===== config.mk =====
export PLATFORM = sky130hd
export DESIGN_NAME = ringbuf_stereo
export DESIGN_NICKNAME = d
export VERILOG_FILES = /design/src/rtl/ringbuf_stereo.sv
export SDC_FILE = /design/constraint.sdc
export NUM_CORES = 2
export LEC_CHECK = 0
export ABC_CLOCK_PERIOD_IN_PS = 13400
export CELL_PAD_IN_SITES_DETAIL_PLACEMENT = 0
export CELL_PAD_IN_SITES_GLOBAL_PLACEMENT = 1
export CORE_ASPECT_RATIO = 1.25
export CORE_MARGIN = 10
export CORE_UTILIZATION = 52
export CTS_CLUSTER_SIZE = 8
export DETAILED_ROUTE_END_ITERATION = 16
export PLACE_DENSITY = 0.85
export SLEW_MARGIN = 20
export SYNTH_ARGS = -nofsm -noshare
export SYNTH_HDL_FRONTEND = slang
export SYNTH_SLANG_ARGS = --single-unit

===== constraint.sdc =====
create_clock -name clk -period 13.4 [get_ports clk]
set_clock_uncertainty 0.1 [all_clocks]
set_input_delay 1.34 -clock clk [delete_from_list [all_inputs] [get_ports clk]]
set_output_delay 1.34 -clock clk [all_outputs]
set_load 0.01 [all_outputs]

===== src/rtl/ringbuf_stereo.sv =====
// ringbuf_stereo: stereo sample ring buffer with per-channel circular regions in one shared memory.
// Define RINGBUF_PREFILL_EN to add the per-channel FILL/RUN prefill state machine.
module ringbuf_stereo #(
  parameter int LOG2DEPTH = 5,
  parameter int DATA_W    = 24
) (
  input  logic                       clk,
  input  logic                       rst,
  input  logic [1:0]                 push_i,
  input  logic signed [DATA_W-1:0]   data_i,
  input  logic [1:0]                 pop_i,
  input  logic                       clear_i,
  output logic signed [DATA_W-1:0]   data_o,
  output logic [1:0]                 ack_o,
  output logic [2*(LOG2DEPTH+1)-1:0] level_o,
  output logic [1:0]                 underrun_o,
  output logic [1:0]                 overflow_o
);
  localparam int PW    = LOG2DEPTH + 1;
  localparam int DEPTH = 1 << LOG2DEPTH;
  localparam logic [PW-1:0] FULL_LVL = PW'(DEPTH);

  logic [1:0][PW-1:0]       wptr_q, rptr_q, wptr_d, rptr_d, level;
  logic [1:0]               empty, full, run;
  logic                     push_any, push_ch, push_ok;
  logic                     pop_any, pop_ch, pop_take, pop_under;
  logic [1:0]               ovf_set, unr_set, ack_d;
  logic [PW-1:0]            wr_addr, rd_addr;
  logic signed [DATA_W-1:0] mem [2*DEPTH];
  logic signed [DATA_W-1:0] rd_data_p1;
  logic [1:0]               ack_p1;
  logic                     vld_p1;
  logic [1:0]               ovf_q, unr_q;

  always_comb begin
    for (int c = 0; c < 2; c++) begin
      level[c] = wptr_q[c] - rptr_q[c];
      empty[c] = (level[c] == '0);
      full[c]  = (level[c] == FULL_LVL);
    end
  end

  // Stage p0: decode requests against the pre-cycle empty/full state; L wins when both bits are set
  always_comb begin
    push_any  = |push_i;
    push_ch   = ~push_i[0];
    pop_any   = |pop_i;
    pop_ch    = ~pop_i[0];
    pop_take  = pop_any && run[pop_ch] && !empty[pop_ch];
    pop_under = pop_any && run[pop_ch] && empty[pop_ch];
    push_ok   = push_any && (!full[push_ch] || (pop_take && (pop_ch == push_ch)));
    wr_addr   = {push_ch, wptr_q[push_ch][LOG2DEPTH-1:0]};
    rd_addr   = {pop_ch, rptr_q[pop_ch][LOG2DEPTH-1:0]};
    ovf_set   = '0;
    unr_set   = '0;
    ack_d     = '0;
    if (push_any && !push_ok) ovf_set[push_ch] = 1'b1;
    if (&push_i)              ovf_set[1]       = 1'b1;
    if (pop_under)            unr_set[pop_ch]  = 1'b1;
    if (pop_any)              ack_d[pop_ch]    = 1'b1;
    wptr_d = wptr_q;
    rptr_d = rptr_q;
    if (push_ok)  wptr_d[push_ch] = wptr_q[push_ch] + 1'b1;
    if (pop_take) rptr_d[pop_ch]  = rptr_q[pop_ch] + 1'b1;
  end

  // Stage p1: registered read; a full-channel push and pop share an address, the read sees the old word
  always_ff @(posedge clk) begin
    if (push_ok)  mem[wr_addr] <= data_i;
    if (pop_take) rd_data_p1   <= mem[rd_addr];
  end

  always_ff @(posedge clk or negedge rst) begin
    if (!rst) begin
      wptr_q <= '0;
      rptr_q <= '0;
      ack_p1 <= '0;
      vld_p1 <= 1'b0;
      ovf_q  <= '0;
      unr_q  <= '0;
    end else begin
      wptr_q <= wptr_d;
      rptr_q <= rptr_d;
      ack_p1 <= ack_d;
      vld_p1 <= pop_take;
      ovf_q  <= (ovf_q & {2{~clear_i}}) | ovf_set;
      unr_q  <= (unr_q & {2{~clear_i}}) | unr_set;
    end
  end

  assign ack_o      = ack_p1;
  assign data_o     = vld_p1 ? rd_data_p1 : '0;
  assign level_o    = {level[1], level[0]};
  assign overflow_o = ovf_q;
  assign underrun_o = unr_q;

`ifdef RINGBUF_PREFILL_EN
  localparam logic [PW-1:0] HALF_LVL = PW'(DEPTH / 2);

  typedef enum logic {FILL = 1'b0, RUN = 1'b1} pf_state_e;

  pf_state_e          state_q [2];
  pf_state_e          state_d [2];
  logic [1:0][PW-1:0] level_nxt;

  always_ff @(posedge clk or negedge rst) begin
    if (!rst) begin
      state_q[0] <= FILL;
      state_q[1] <= FILL;
    end else begin
      state_q[0] <= state_d[0];
      state_q[1] <= state_d[1];
    end
  end

  // Leave FILL on the edge where the level reaches half depth, so the very next pop is served
  always_comb begin
    for (int c = 0; c < 2; c++) begin
      level_nxt[c] = wptr_d[c] - rptr_d[c];
      state_d[c]   = state_q[c];
      case (state_q[c])
        FILL:    if (level_nxt[c] >= HALF_LVL) state_d[c] = RUN;
        RUN:     if (unr_set[c])               state_d[c] = FILL;
        default: state_d[c] = FILL;
      endcase
    end
  end

  always_comb begin
    for (int c = 0; c < 2; c++) begin
      run[c] = (state_q[c] == RUN);
    end
  end
`else
  assign run = 2'b11;
`endif

endmodule


; ---- Word level (Yosys, flattened, before mapping)
; Memories as Yosys holds them, arrays and structs flattened. A register that Yosys moved wholly into a read port is not among the register bits.
; Cells that the tools add are included.
[op_classes]
n_bitwise = 7
mux = 26
reduce_logical = 17
n_eq_ne = 3
n_addsub = 4
n_lt_le_gt_ge = 4
[op_table]
columns = op, count
row1 = 2-to-1 mux 6 bit, 6
row2 = bitwise mux 12 bit, 2
row3 = 2-to-1 mux 24 bit, 1
row4 = adder 6 x 1 -> 6 bit (second input constant), 2
row5 = demux 6 bit (select 1 bit), 2
row6 = equality test 6 bit (second input constant), 2
row7 = logical NOT 6 bit, 2
row8 = subtractor 6 bit, 2
row9 = 2-to-1 mux 1 bit, 10
row10 = logical AND 1 bit, 8
row11 = 2-to-1 mux 2 bit, 3
row12 = AND 2 bit, 2
row13 = less-than comparator 1 x 2 -> 1 bit (second input constant), 2
row14 = OR 2 bit, 2
row15 = OR reduction 2 bit, 2
row16 = logical NOT 1 bit, 3
row17 = NOT 1 bit, 3
row18 = demux 1 bit (select 1 bit), 2
row19 = >= comparator 1 bit (second input constant), 2
row20 = AND reduction 2 bit, 1
row21 = equality test 1 bit, 1
row22 = logical OR 1 bit, 1
[word_totals]
word_cells = 70
mem_bits_rw = 1536
register_bits = 31
input_bits = 31
n_memories = 1
[mem_list]
columns = memory, depth, width, read_ports, rd_clocked_by_memory_dff, wr, line
row1 = mem, 64, 24, 1, 1, 1, 29  ; logic signed [DATA_W-1:0] mem [2*DEPTH];

; ---- Depth between registers and ports, before layout
[depth]
ltp_word = 14
mapped_depth = 12

; ---- Worst setup path after synthesis
; No wires, ideal clock.
[synth_timing]
kind = input to register
from = input pop_i[0]
to = memory mem[12][0], enable pin
stages = 8
slack_ns = 8.281
arrival_time_ns = 4.584
path_buffers = 4
setup_time_ns = 0.435
path_cell_list = buf_4 clkbuf_1 buf_1 nor2b_1 o2111ai_1 o31ai_1 clkbuf_1 nor3_1
[synth_between]
elab_chain_cells = 9
word_cells_on_any_way = 13
cone_classes = eq/ne: 1 / mux: 4 / bitwise: 1 / reduce/logical: 7
[synth_rtl]
columns = item, line
row1 = start: declaration, 11  ; input logic [1:0] pop_i,
row2 = 2-to-1 mux 1 bit (not written as such) (2 in a row), 49  ; pop_take = pop_any && run[pop_ch] && !empty[pop_ch];
row3 = logical NOT 1 bit, 49
row4 = logical AND 1 bit, 49
row5 = logical AND 1 bit (*), 51  ; push_ok = push_any && (!full[push_ch] || (pop_take && (pop_ch == push_ch)));
row6 = logical OR 1 bit (*), 51
row7 = logical AND 1 bit (*), 51
row8 = 2-to-1 mux 1 bit (*), 69  ; if (push_ok) mem[wr_addr] <= data_i;
row9 = 2-to-1 mux 1 bit (not written as such) (*), 69
row10 = end: declaration, 29
; Every way passes the cells marked *; elsewhere a longest branch is shown, timed or not. The select of a mux whose other input is x is not followed.

; ---- Worst setup path in the final report
[layout_timing]
from = input pop_i[0]
to = register rd_data_p1[18], read port of mem (data pin)
[layout_between]
elab_chain_cells = 4
word_cells_on_any_way = 9
cone_classes = mux: 4 / bitwise: 1 / reduce/logical: 4
[layout_rtl]
columns = item, line
row1 = 2-to-1 mux 1 bit (not written as such) (2 in a row), 49
row2 = logical NOT 1 bit, 49
row3 = logical AND 1 bit, 49
row4 = end: declaration, 30  ; logic signed [DATA_W-1:0] rd_data_p1;
; Several ways; a longest one is shown, not always the timed one. The select of a mux whose other input is x is not followed.
; A chain may end at the register's enable or synchronous reset.

==> run metrics <==
Syn Inst Count=around 3700; most common cell after layout, fill and taps aside=edfxtp_1; headroom to the max-slew limit=16.5%; initial drt markers=5140; Slowest-stage cell, CP=buf_4; Setup WS pre-CTS=around 6.2 ns; diode count=0; worst slew pin tran=approximately 1.2 ns; Pleak=23.4 nW; I/O pin total=73; final period utilization=48.4%; Post-CTS Setup Inserts=0; RSZ-0062 raised after global routing=false; final setup fails=0; Fin. Hold Viols=0; status=complete, no violations; Hold Path Cell Cnt=1; Worst Setup Slack, final=6.92 ns; number of routed nets with antenna violations=0; first-pass GRT wire length=257000 um; DIE WIDTH=~330 um; Worst Path Required=about 14 ns; most frequent cells in the layout=1560 x edfxtp_1, 571 x nand2_1, 319 x nor2_1, 217 x clkbuf_16, 192 x mux4_2; post-cts hold buffer count=0; Max FO, Critical Path=~130; initial antenna violation count=13; syn_nets=3768; share of the synthesized area in the top cell type=75.7%; CP Launch Type=primary input; Synth area leaders=edfxtp_1 76%, mux4_2 7.0%, nand2_1 3.5%; Area Overhead vs Synth=14.6%; Tmin final=6.48 ns; pin count of the biggest net entering global routing=~150; kind of end point of the critical path=register; vias in the first global route=36700; Core Footprint=118000 sq um; gr ovfl total=0; clk_lat worst skew=0.81 ns; sequential cell area fraction in the yosys report=77.0%; Reg clk slew, reported paths=0.05 ns; MaxCap Viol Count=0; critical path cell sequence=clkdlybuf4s50_1 -> buf_4 -> mux2i_4 -> buf_4 -> inv_8 -> buf_4 -> buf_4 -> mux4_2 -> a2111oi_0 -> nor4_1 -> or4_1; share of post-route cells with drive strength above 1=17.4%; Final Routed Wirelength=179000 um; EDFF count, synth=roughly 1600; RD Place Congestion=0.848; H-tree Lvls=4; DP Wirelength=98400 um; drt pass-1 iters=6; Die Y=between 400 and 500 um; setup TNS=0 ns; CP peak stage delay=0.92 ns; count of pins over their slew limit=0; PortBufs=72; Vias/cell=6.56; Max Buffers Root-to-Sink=3; R2R cell count=9; CTS tree=built; GRT Total Usage=a little over a quarter; Nets=3974; Worst Hold Class=register to register; most numerous cell on the critical path=buf_4; via count=roughly 36000; Initial Util=between 50% and 60%; number of remaining DRC errors=0; Data arrival, critical path=6.94 ns; drt wl/cell=32.4 um; total CTS buffers=216; fillcell total=8316; syn avg cell area=16.6 sq um; post_cts resized=0; register bit total from synthesis=~1600; # clock sinks=1591; Crit Path Category=primary input to register; VDD IR-drop max=0.000299 V; Mapped Area=approximately 62000 sq um; ys async rst share=1.95%; Syn. warnings=0; Pwr Density=217 nW/um^2; die area=133000 sq um; top_reg_cell synth=edfxtp_1; fmax=0.154 GHz; Cell Rows=approximately 140; Netlist cell types=58; clock root buffer=clkbuf_16; area leader, netlist=edfxtp_1
-- critical path: cells and delay by family --
kind / cells / cell delay [ns]
compound gates: 1 / 0.47
buf+inv: 6 / 3.40
mux: 2 / 0.51
simple gates: 2 / 0.78
-- synth_stat cells, types with 13 or more instances --
cell,n
o22ai_1,69
or4_1,24
nand3_1,19
dfrtp_1,31
buf_2,24
buf_1,23
nand2_1,574
mux2i_1,77
and2_1,25
nor4_1,98
a21oi_1,181
a32o_1,24
nand2b_1,13
mux4_2,192
nor2_1,319
o221ai_1,24
nor3_1,69
xnor2_1,19
edfxtp_1,1560
inv_1,23
a2111oi_0,73
clkbuf_1,167
-- final timing paths --
check                         startpoint             end  slack, ns
max                             pop_i[0]  rd_data_p1[18]       6.92
min                        underrun_o[1]   underrun_o[1]       0.40
max reg2reg                    rptr_q[1]  rd_data_p1[18]       7.75
min reg2reg                underrun_o[1]   underrun_o[1]       0.40
max in group asynchronous            rst       wptr_q[0]      12.03
min in group asynchronous            rst        ack_o[0]       0.83
-- through the flow --
step                power [mW]  cell area (sq um)  hold slack [ns]  util (%)  std cells
CTS                       15.4              70900            0.403      60.0       5535
global route              15.9              70900            0.423      60.0       5535
global placement          10.5              65100            0.380      55.1       5283
detailed placement        10.6              65200            0.381      55.2       5284
finish                    15.4              70900            0.399      60.0       5535
floorplan                 8.72              61900            0.360         -       3723
-- area by class of cell --
cell class / count / area (sq um) / share of cell area, %
Sequential cell: 1591 / 47600 / 67.1
Clock buffer: 238 / 5510 / 7.77
Timing Repair Buffer: 209 / 1660 / 2.34
Multi-Input combinational cell: 1886 / 13900 / 19.5
Clock inverter: 13 / 209 / 0.295
Tap cell: 1573 / 1970 / 2.77
Inverter: 25 / 109 / 0.153
-- power breakdown --
| part | internal (mW) | switching, mW | total, mW |
|---|---|---|---|
| Clock | 2.85 | 1.93 | 4.78 |
| Sequential | 5.81 | 0.175 | 5.99 |
| Combinational | 1.56 | 3.07 | 4.64 |
-- cells by family (layout without fill, tap and decap cells) --
logic type,after synthesis,in the layout,synth area share (%)
adder cells (fa/ha/maj),14,14,0.307
XOR/XNOR,26,26,0.368
AO/OA/AOI/OAI,402,402,4.30
multiplexers,278,278,8.42
flip-flops,1591,1591,77.0
AND/OR/NAND/NOR,1166,1166,8.06
buffers and inverters,246,485,1.60
-- per-layer routing --
| layer | vias to the layer above | GRT usage, % | share of wire (%) |
|---|---|---|---|
| met5 | - | 0 | 0.063 |
| met4 | 16 | 15.1 | 6.3 |
| met3 | 519 | 7.07 | 12 |
| met2 | 2657 | 43.0 | 48 |
| met1 | 18300 | 33.1 | 34 |
| li1 | 14800 | - | - |
-- flip-flops by register name (all words and copies together) (netlist names) --
signal      count
mem          1536
rd_data_p1     24
ack_o           2
wptr_q         12
vld_p1          1
rptr_q         12
underrun_o      2
overflow_o      2
Note: power is estimated with default switching activity, not from simulation.
